--- config.mk ---
export PLATFORM = sky130hd
export DESIGN_NAME = music_sequencer
export DESIGN_NICKNAME = d
export VERILOG_FILES = /design/src/rtl/music_sequencer.sv
export SDC_FILE = /design/constraint.sdc
export NUM_CORES = 1
export LEC_CHECK = 0
export BUFFER_PORTS_ARGS = -buffer_cell sky130_fd_sc_hd__buf_2
export CAP_MARGIN = 20
export CORE_MARGIN = 4
export CORE_UTILIZATION = 58
export CTS_CLUSTER_DIAMETER = 30
export DETAILED_ROUTE_END_ITERATION = 10
export PLACE_DENSITY = 0.86
export SLEW_MARGIN = 20
export SYNTH_ARGS = -nofsm -noshare
export SYNTH_HDL_FRONTEND = slang
export SYNTH_SLANG_ARGS = --single-unit
--- constraint.sdc ---
create_clock -name clk -period 3.45 [get_ports clk]
set_input_delay 0.1725 -clock clk [delete_from_list [all_inputs] [get_ports clk]]
set_output_delay 0.1725 -clock clk [all_outputs]
set_load 0.03 [all_outputs]
--- src/rtl/music_sequencer.sv ---
// music_sequencer
// ---------------
// Plays note tracks out of an external note ROM. The current game scene and
// the boss flag pick a track. Each ROM word is one beat: a tone frequency,
// 0 for a rest, or 32'hFFFFFFFF as the end-of-track marker. Tracks 0-2 loop.
// Tracks 3-4 play once and then park in DONE. Any track change resets the
// sequencer and starts a silent gap of GAP_BEATS beats before the first note.
//
// Ports
//   clk      in   1  system clock, rising edge
//   reset    in   1  asynchronous, active-high reset
//   scene    in   2  00 start, 01 game, 10 win, 11 lose
//   boss     in   1  boss phase flag, only meaningful in the game scene
//   rom_addr out  8  {track, note_idx}, combinational
//   rom_data in  32  ROM word, valid one cycle after rom_addr
//   freq     out 32  registered tone frequency, 0 = silence
//   track    out  3  registered active track (0 start .. 4 lose)
//   done     out  1  registered, high while a one-shot track has finished
module music_sequencer #(
   parameter int unsigned BEAT_CYCLES = 32'd12500000,
   parameter int unsigned GAP_BEATS   = 32'd2
) (
   input  logic        clk,
   input  logic        reset,
   input  logic [1:0]  scene,
   input  logic        boss,
   output logic [7:0]  rom_addr,
   input  logic [31:0] rom_data,
   output logic [31:0] freq,
   output logic [2:0]  track,
   output logic        done
);

   localparam logic [31:0] BEAT_LAST = 32'(BEAT_CYCLES - 32'd1);
   localparam logic [31:0] GAP_LAST  = 32'(GAP_BEATS - 32'd1);
   localparam logic [31:0] EOT_WORD  = 32'hFFFF_FFFF;

   typedef enum logic [2:0] {
      ST_GAP   = 3'd0,
      ST_FETCH = 3'd1,
      ST_LOAD  = 3'd2,
      ST_PLAY  = 3'd3,
      ST_DONE  = 3'd4
   } state_t;

   state_t      state_r,    state_s;
   logic [2:0]  track_r,    track_s;
   logic [4:0]  note_idx_r, note_idx_s;
   logic [31:0] beat_cnt_r, beat_cnt_s;
   logic [31:0] gap_cnt_r,  gap_cnt_s;
   logic [31:0] freq_r,     freq_s;
   logic        done_r,     done_s;

   logic [2:0]  track_sel_s;
   logic        is_loop_s;
   logic        beat_end_s;
   logic        note_last_s;

   // Map scene/boss to the requested track.
   always_comb begin
      track_sel_s = 3'd0;
      case (scene)
         2'b00:   track_sel_s = 3'd0;
         2'b01:   track_sel_s = boss ? 3'd2 : 3'd1;
         2'b10:   track_sel_s = 3'd3;
         2'b11:   track_sel_s = 3'd4;
         default: track_sel_s = 3'd0;
      endcase
   end

   assign is_loop_s   = (track_r <= 3'd2);
   assign beat_end_s  = (beat_cnt_r == BEAT_LAST);
   assign note_last_s = (note_idx_r == 5'd31);

   assign rom_addr = {track_r, note_idx_r};
   assign freq     = freq_r;
   assign track    = track_r;
   assign done     = done_r;

   // Next-state and next-value logic. A track change overrides everything.
   always_comb begin
      state_s    = state_r;
      track_s    = track_r;
      note_idx_s = note_idx_r;
      beat_cnt_s = beat_cnt_r;
      gap_cnt_s  = gap_cnt_r;
      freq_s     = freq_r;
      done_s     = done_r;

      if (track_sel_s != track_r) begin
         state_s    = ST_GAP;
         track_s    = track_sel_s;
         note_idx_s = 5'd0;
         beat_cnt_s = 32'd0;
         gap_cnt_s  = 32'd0;
         freq_s     = 32'd0;
         done_s     = 1'b0;
      end else begin
         case (state_r)
            ST_GAP: begin
               freq_s = 32'd0;
               if (beat_end_s) begin
                  beat_cnt_s = 32'd0;
                  if (gap_cnt_r == GAP_LAST) begin
                     gap_cnt_s = 32'd0;
                     state_s   = ST_FETCH;
                  end else begin
                     gap_cnt_s = gap_cnt_r + 32'd1;
                  end
               end else begin
                  beat_cnt_s = beat_cnt_r + 32'd1;
               end
            end
            // The ROM sees the address during FETCH and answers during LOAD.
            ST_FETCH: begin
               state_s = ST_LOAD;
            end
            ST_LOAD: begin
               if (rom_data != EOT_WORD) begin
                  freq_s     = rom_data;
                  beat_cnt_s = 32'd0;
                  state_s    = ST_PLAY;
               end else if (is_loop_s) begin
                  // Wrap straight to the first note; no gap, freq held.
                  note_idx_s = 5'd0;
                  state_s    = ST_FETCH;
               end else begin
                  freq_s  = 32'd0;
                  done_s  = 1'b1;
                  state_s = ST_DONE;
               end
            end
            ST_PLAY: begin
               if (beat_end_s) begin
                  beat_cnt_s = 32'd0;
                  if (!note_last_s) begin
                     note_idx_s = note_idx_r + 5'd1;
                     state_s    = ST_FETCH;
                  end else if (is_loop_s) begin
                     note_idx_s = 5'd0;
                     state_s    = ST_FETCH;
                  end else begin
                     freq_s  = 32'd0;
                     done_s  = 1'b1;
                     state_s = ST_DONE;
                  end
               end else begin
                  beat_cnt_s = beat_cnt_r + 32'd1;
               end
            end
            ST_DONE: begin
               freq_s = 32'd0;
               done_s = 1'b1;
            end
            default: begin
               state_s    = ST_GAP;
               note_idx_s = 5'd0;
               beat_cnt_s = 32'd0;
               gap_cnt_s  = 32'd0;
               freq_s     = 32'd0;
               done_s     = 1'b0;
            end
         endcase
      end
   end

   // State and datapath registers; reset silences freq immediately.
   always_ff @(posedge clk or posedge reset) begin
      if (reset) begin
         state_r    <= ST_GAP;
         track_r    <= 3'd0;
         note_idx_r <= 5'd0;
         beat_cnt_r <= 32'd0;
         gap_cnt_r  <= 32'd0;
         freq_r     <= 32'd0;
         done_r     <= 1'b0;
      end else begin
         state_r    <= state_s;
         track_r    <= track_s;
         note_idx_r <= note_idx_s;
         beat_cnt_r <= beat_cnt_s;
         gap_cnt_r  <= gap_cnt_s;
         freq_r     <= freq_s;
         done_r     <= done_s;
      end
   end

endmodule

==> results.md <==
* Status: completed
* Seq cells post-synth at 108
* Share of layout cells above drive strength 1 at 0.1812
* Placed insts at 805
* Final setup viols at 0
* Max clock buf depth at 2
* Register-to-Register Path Depth at 8
* Starting Density at 0.5959
* Vias in the first global route at just over 5,000
* Number of diodes at 0
* Critical Path AT at 3.00 ns
* Worst skew pair latency at 0.38 ns
* Final Hold Viols at 0
* Synthesized net count at roughly 660
* Global route overflow at 0
* H-tree Lvls at 3
* Asr flop ratio synth at 1.000
* Area grow syn2layout at 12.46%
* Setup TNS at 0 ns
* Max Clk Rate at between 300 and 400 MHz
* Synth top area share at 0.4640
* Hold Path Origin: rom_data[3]
* Adder-cell share of the synthesized area at 0.01074
* Post-CTS Hold Buffers at 2
* Distinct cell type count after synthesis at 63
* Cell area after layout at 6550 µm²
* Inserted Clock Buffers at 9
* Largest family of logic cells by synthesized area: simple AND/OR/NAND/NOR gates
* Pin count of the biggest net entering global routing at 56
* Synth Area in Simple Gates at 0.2451
* Initial antenna violation count at 0
* Sequential fraction of the synthesis area at 0.4640
* Nets@finish at 727
* Die width at 108.2 µm
* Crit path buf inv count at 1
* Clock sinks at 108
* Compound-Gate Fraction of Synth Area at 0.1948
* RSZ-0062 raised after global routing: false
* Worst slew pin tran at 0.9121 ns
* Hold WC Path Type: input port to flop
* Tmin final at 2.733 ns
* Reg2Reg Setup Slack at 0.72 ns
* Worst ir drop on vdd at 0.2400 mV
* Slowest-stage cell, CP: a21oi_2
* Synth Cell Area at 5824 µm²
* Worst flop-to-flop path startpoint: beat_cnt_r[0]
* Hold Path End: freq[3]
* Pre-antenna DRT Iters at 5
* Post-synthesis mux area share at 0.01568
* Vias at slightly above 5,000
* Post-CTS setup buffer count at 0
* Die area at 11,710 µm²
* Post-CTS sizing at 0
* Initial DRC count at 520
* Hold Path Depth at 2
* Critical register-to-register path endpoint: gap_cnt_r[10]
* First-pass GRT wire length at 23,880 µm
* Die H at about 110 µm
* Leakage power at 0.002883 µW
* Final wirelength at about 14,000 µm
* Critical Path Sink Type: flop
* Core ar. at 9774 µm²
* Critical path required time at 3.71 ns
* Yosys warnings at 0
* Top cells by area, synth: dfrtp_1, a22o_1, nand3_1
* PnR Total Power at between 2000 and 2500 µW
* Routed Antenna Nets at 0
* Post-synth top flop: dfrtp_1
* Max-cap violations at 0
* Routed wire per std cell at 16.64 µm
* Final GP Congestion at 0.8819
* Fin. max-slew vios at 0
* Delay-heaviest family, CP: simple AND/OR/NAND/NOR gates
* Max-slew headroom at 0.3919
* DRC violations left at 0
* Clock transition at the registers of the reported paths at 0.10 ns
* Area leader, netlist: dfrtp_1
* Layout Cells excl Fill at between 800 and 900
* Port Buf Inserts at 80
* Final Cycle Share at 0.7922
* CP Launch Type: flop
* Max FO, Critical Path at 22
* Post-DP HPWL at about 9600 µm
* Worst path cell trace: ha_1 -> and4_1 -> nand2_1 -> nor4_4 -> nor2_2 -> a21oi_2 -> buf_4 -> nor2_1
* Critical path's largest stage delay at 0.67 ns
* Cells after Synth at 617
* Num rows at 36
* Dpl cell area at 6342 µm²
* CTS tree: done
* GRT Total Usage at 0.2527
* Syn Area/Cell at approximately 9.4 µm²
* Number of synthesized flops with an enable pin at 0
* Clock Tree Root: clkbuf_8
* IO Pins at 81
* DR vias/cell at just over 6
* Layout Skew at 0.009872 ns
* Util after Layout at 0.6701
* Pwr/cell area at 341.3 nW/µm²
* Crit Path Class: flop to flop
* XOR/XNOR Fraction of Synth Area at 0.02707
where the power goes:
part / leakage, µW / switching (µW) / internal (µW)
combinational: 0.00128 / 134 / 64.5
sequential: 0.00150 / 11.9 / 1270
clock: 0.0000998 / 429 / 323
total: 0.00288 / 575 / 1660
per-stage QoR:
stage          setup WS, ns  hold slack [ns]
3_5_place_dp         0.7496           0.3257
4_1_cts              0.7057         0.003173
6_report             0.7170          0.01950
2_1_floorplan        0.4319           0.2799
5_1_grt              0.4854         0.006295
3_3_place_gp         0.8039           0.3103
cell families after synthesis:
logic type | after synthesis
compound gates | 169
xor+xnor | 18
fa+ha+maj | 5
buf+inv | 59
flops | 108
mux | 9
simple gates | 249
cell usage in the layout, fill, tap and decap left out, types with 3 or more instances in the layout:
master / n
a21o_1: 4
a21oi_1: 44
a22o_1: 34
and2_1: 6
and3_1: 17
and4_1: 10
buf_2: 80
buf_4: 9
clkbuf_8: 12
dfrtp_1: 108
ha_1: 5
inv_1: 22
mux2i_1: 8
nand2_1: 41
nand2b_1: 3
nand3_1: 47
nand4_1: 21
nor2_1: 30
nor2b_1: 6
nor3_1: 9
nor4_1: 9
nor4_2: 3
o211a_1: 3
o211ai_1: 4
o21a_1: 3
o21ai_0: 40
o311ai_0: 3
o31ai_1: 14
or3_1: 21
or4_1: 12
xor2_1: 16
worst max path at each step:
| stage | to | startpoint | depth (start not counted) | slack, ns |
|---|---|---|---|---|
| floorplan | beat_cnt_r[0] | reset | 1 | 0.43 |
| global route | gap_cnt_r[30] | beat_cnt_r[0] | 8 | 0.49 |
| CTS | gap_cnt_r[10] | beat_cnt_r[0] | 8 | 0.71 |
| detailed placement | gap_cnt_r[19] | beat_cnt_r[0] | 8 | 0.75 |
| finish | gap_cnt_r[10] | beat_cnt_r[0] | 8 | 0.72 |
| global placement | gap_cnt_r[29] | beat_cnt_r[0] | 8 | 0.80 |
layer usage:
metal | share of wire | vias up | track usage
met5 | 0 | - | 0
met4 | 0.024 | 0 | 0.1091
met3 | 0.042 | 35 | 0.05194
met2 | 0.51 | 131 | 0.4254
met1 | 0.43 | 2479 | 0.3165
li1 | - | 2445 | -
synthesized netlist by cell type, drive strengths merged, types with 3 or more instances:
master  number
a21o         4
a21oi       46
a22o        34
and2         6
and3        17
and4        10
buf         16
clkbuf      19
dfrtp      108
ha           5
inv         23
mux2i        8
nand2       41
nand2b       3
nand3       48
nand4       21
nor2        31
nor2b        6
nor3        10
nor4        13
nor4b        3
o211a        3
o211ai       4
o21a         3
o21ai       42
o311ai       3
o31ai       15
or3         21
or4         12
xor2        16
final cells by class:
cell class / count / area (µm²)
Fill cell: 768 / 3224
Multi-Input combinational cell: 450 / 2893
Clock inverter: 3 / 18.77
Clock buffer: 13 / 168.9
Sequential cell: 108 / 2703
Timing Repair Buffer: 92 / 508.0
Inverter: 24 / 92.59
Tap cell: 133 / 166.4
registers in the layout, indices dropped and copies added, names as in the netlist:
signal / flops
done: 1
gap_cnt_r: 32
state_r: 3
freq: 32
beat_cnt_r: 32
track: 3
note_idx_r: 5
(Power assumes the default switching activity.)
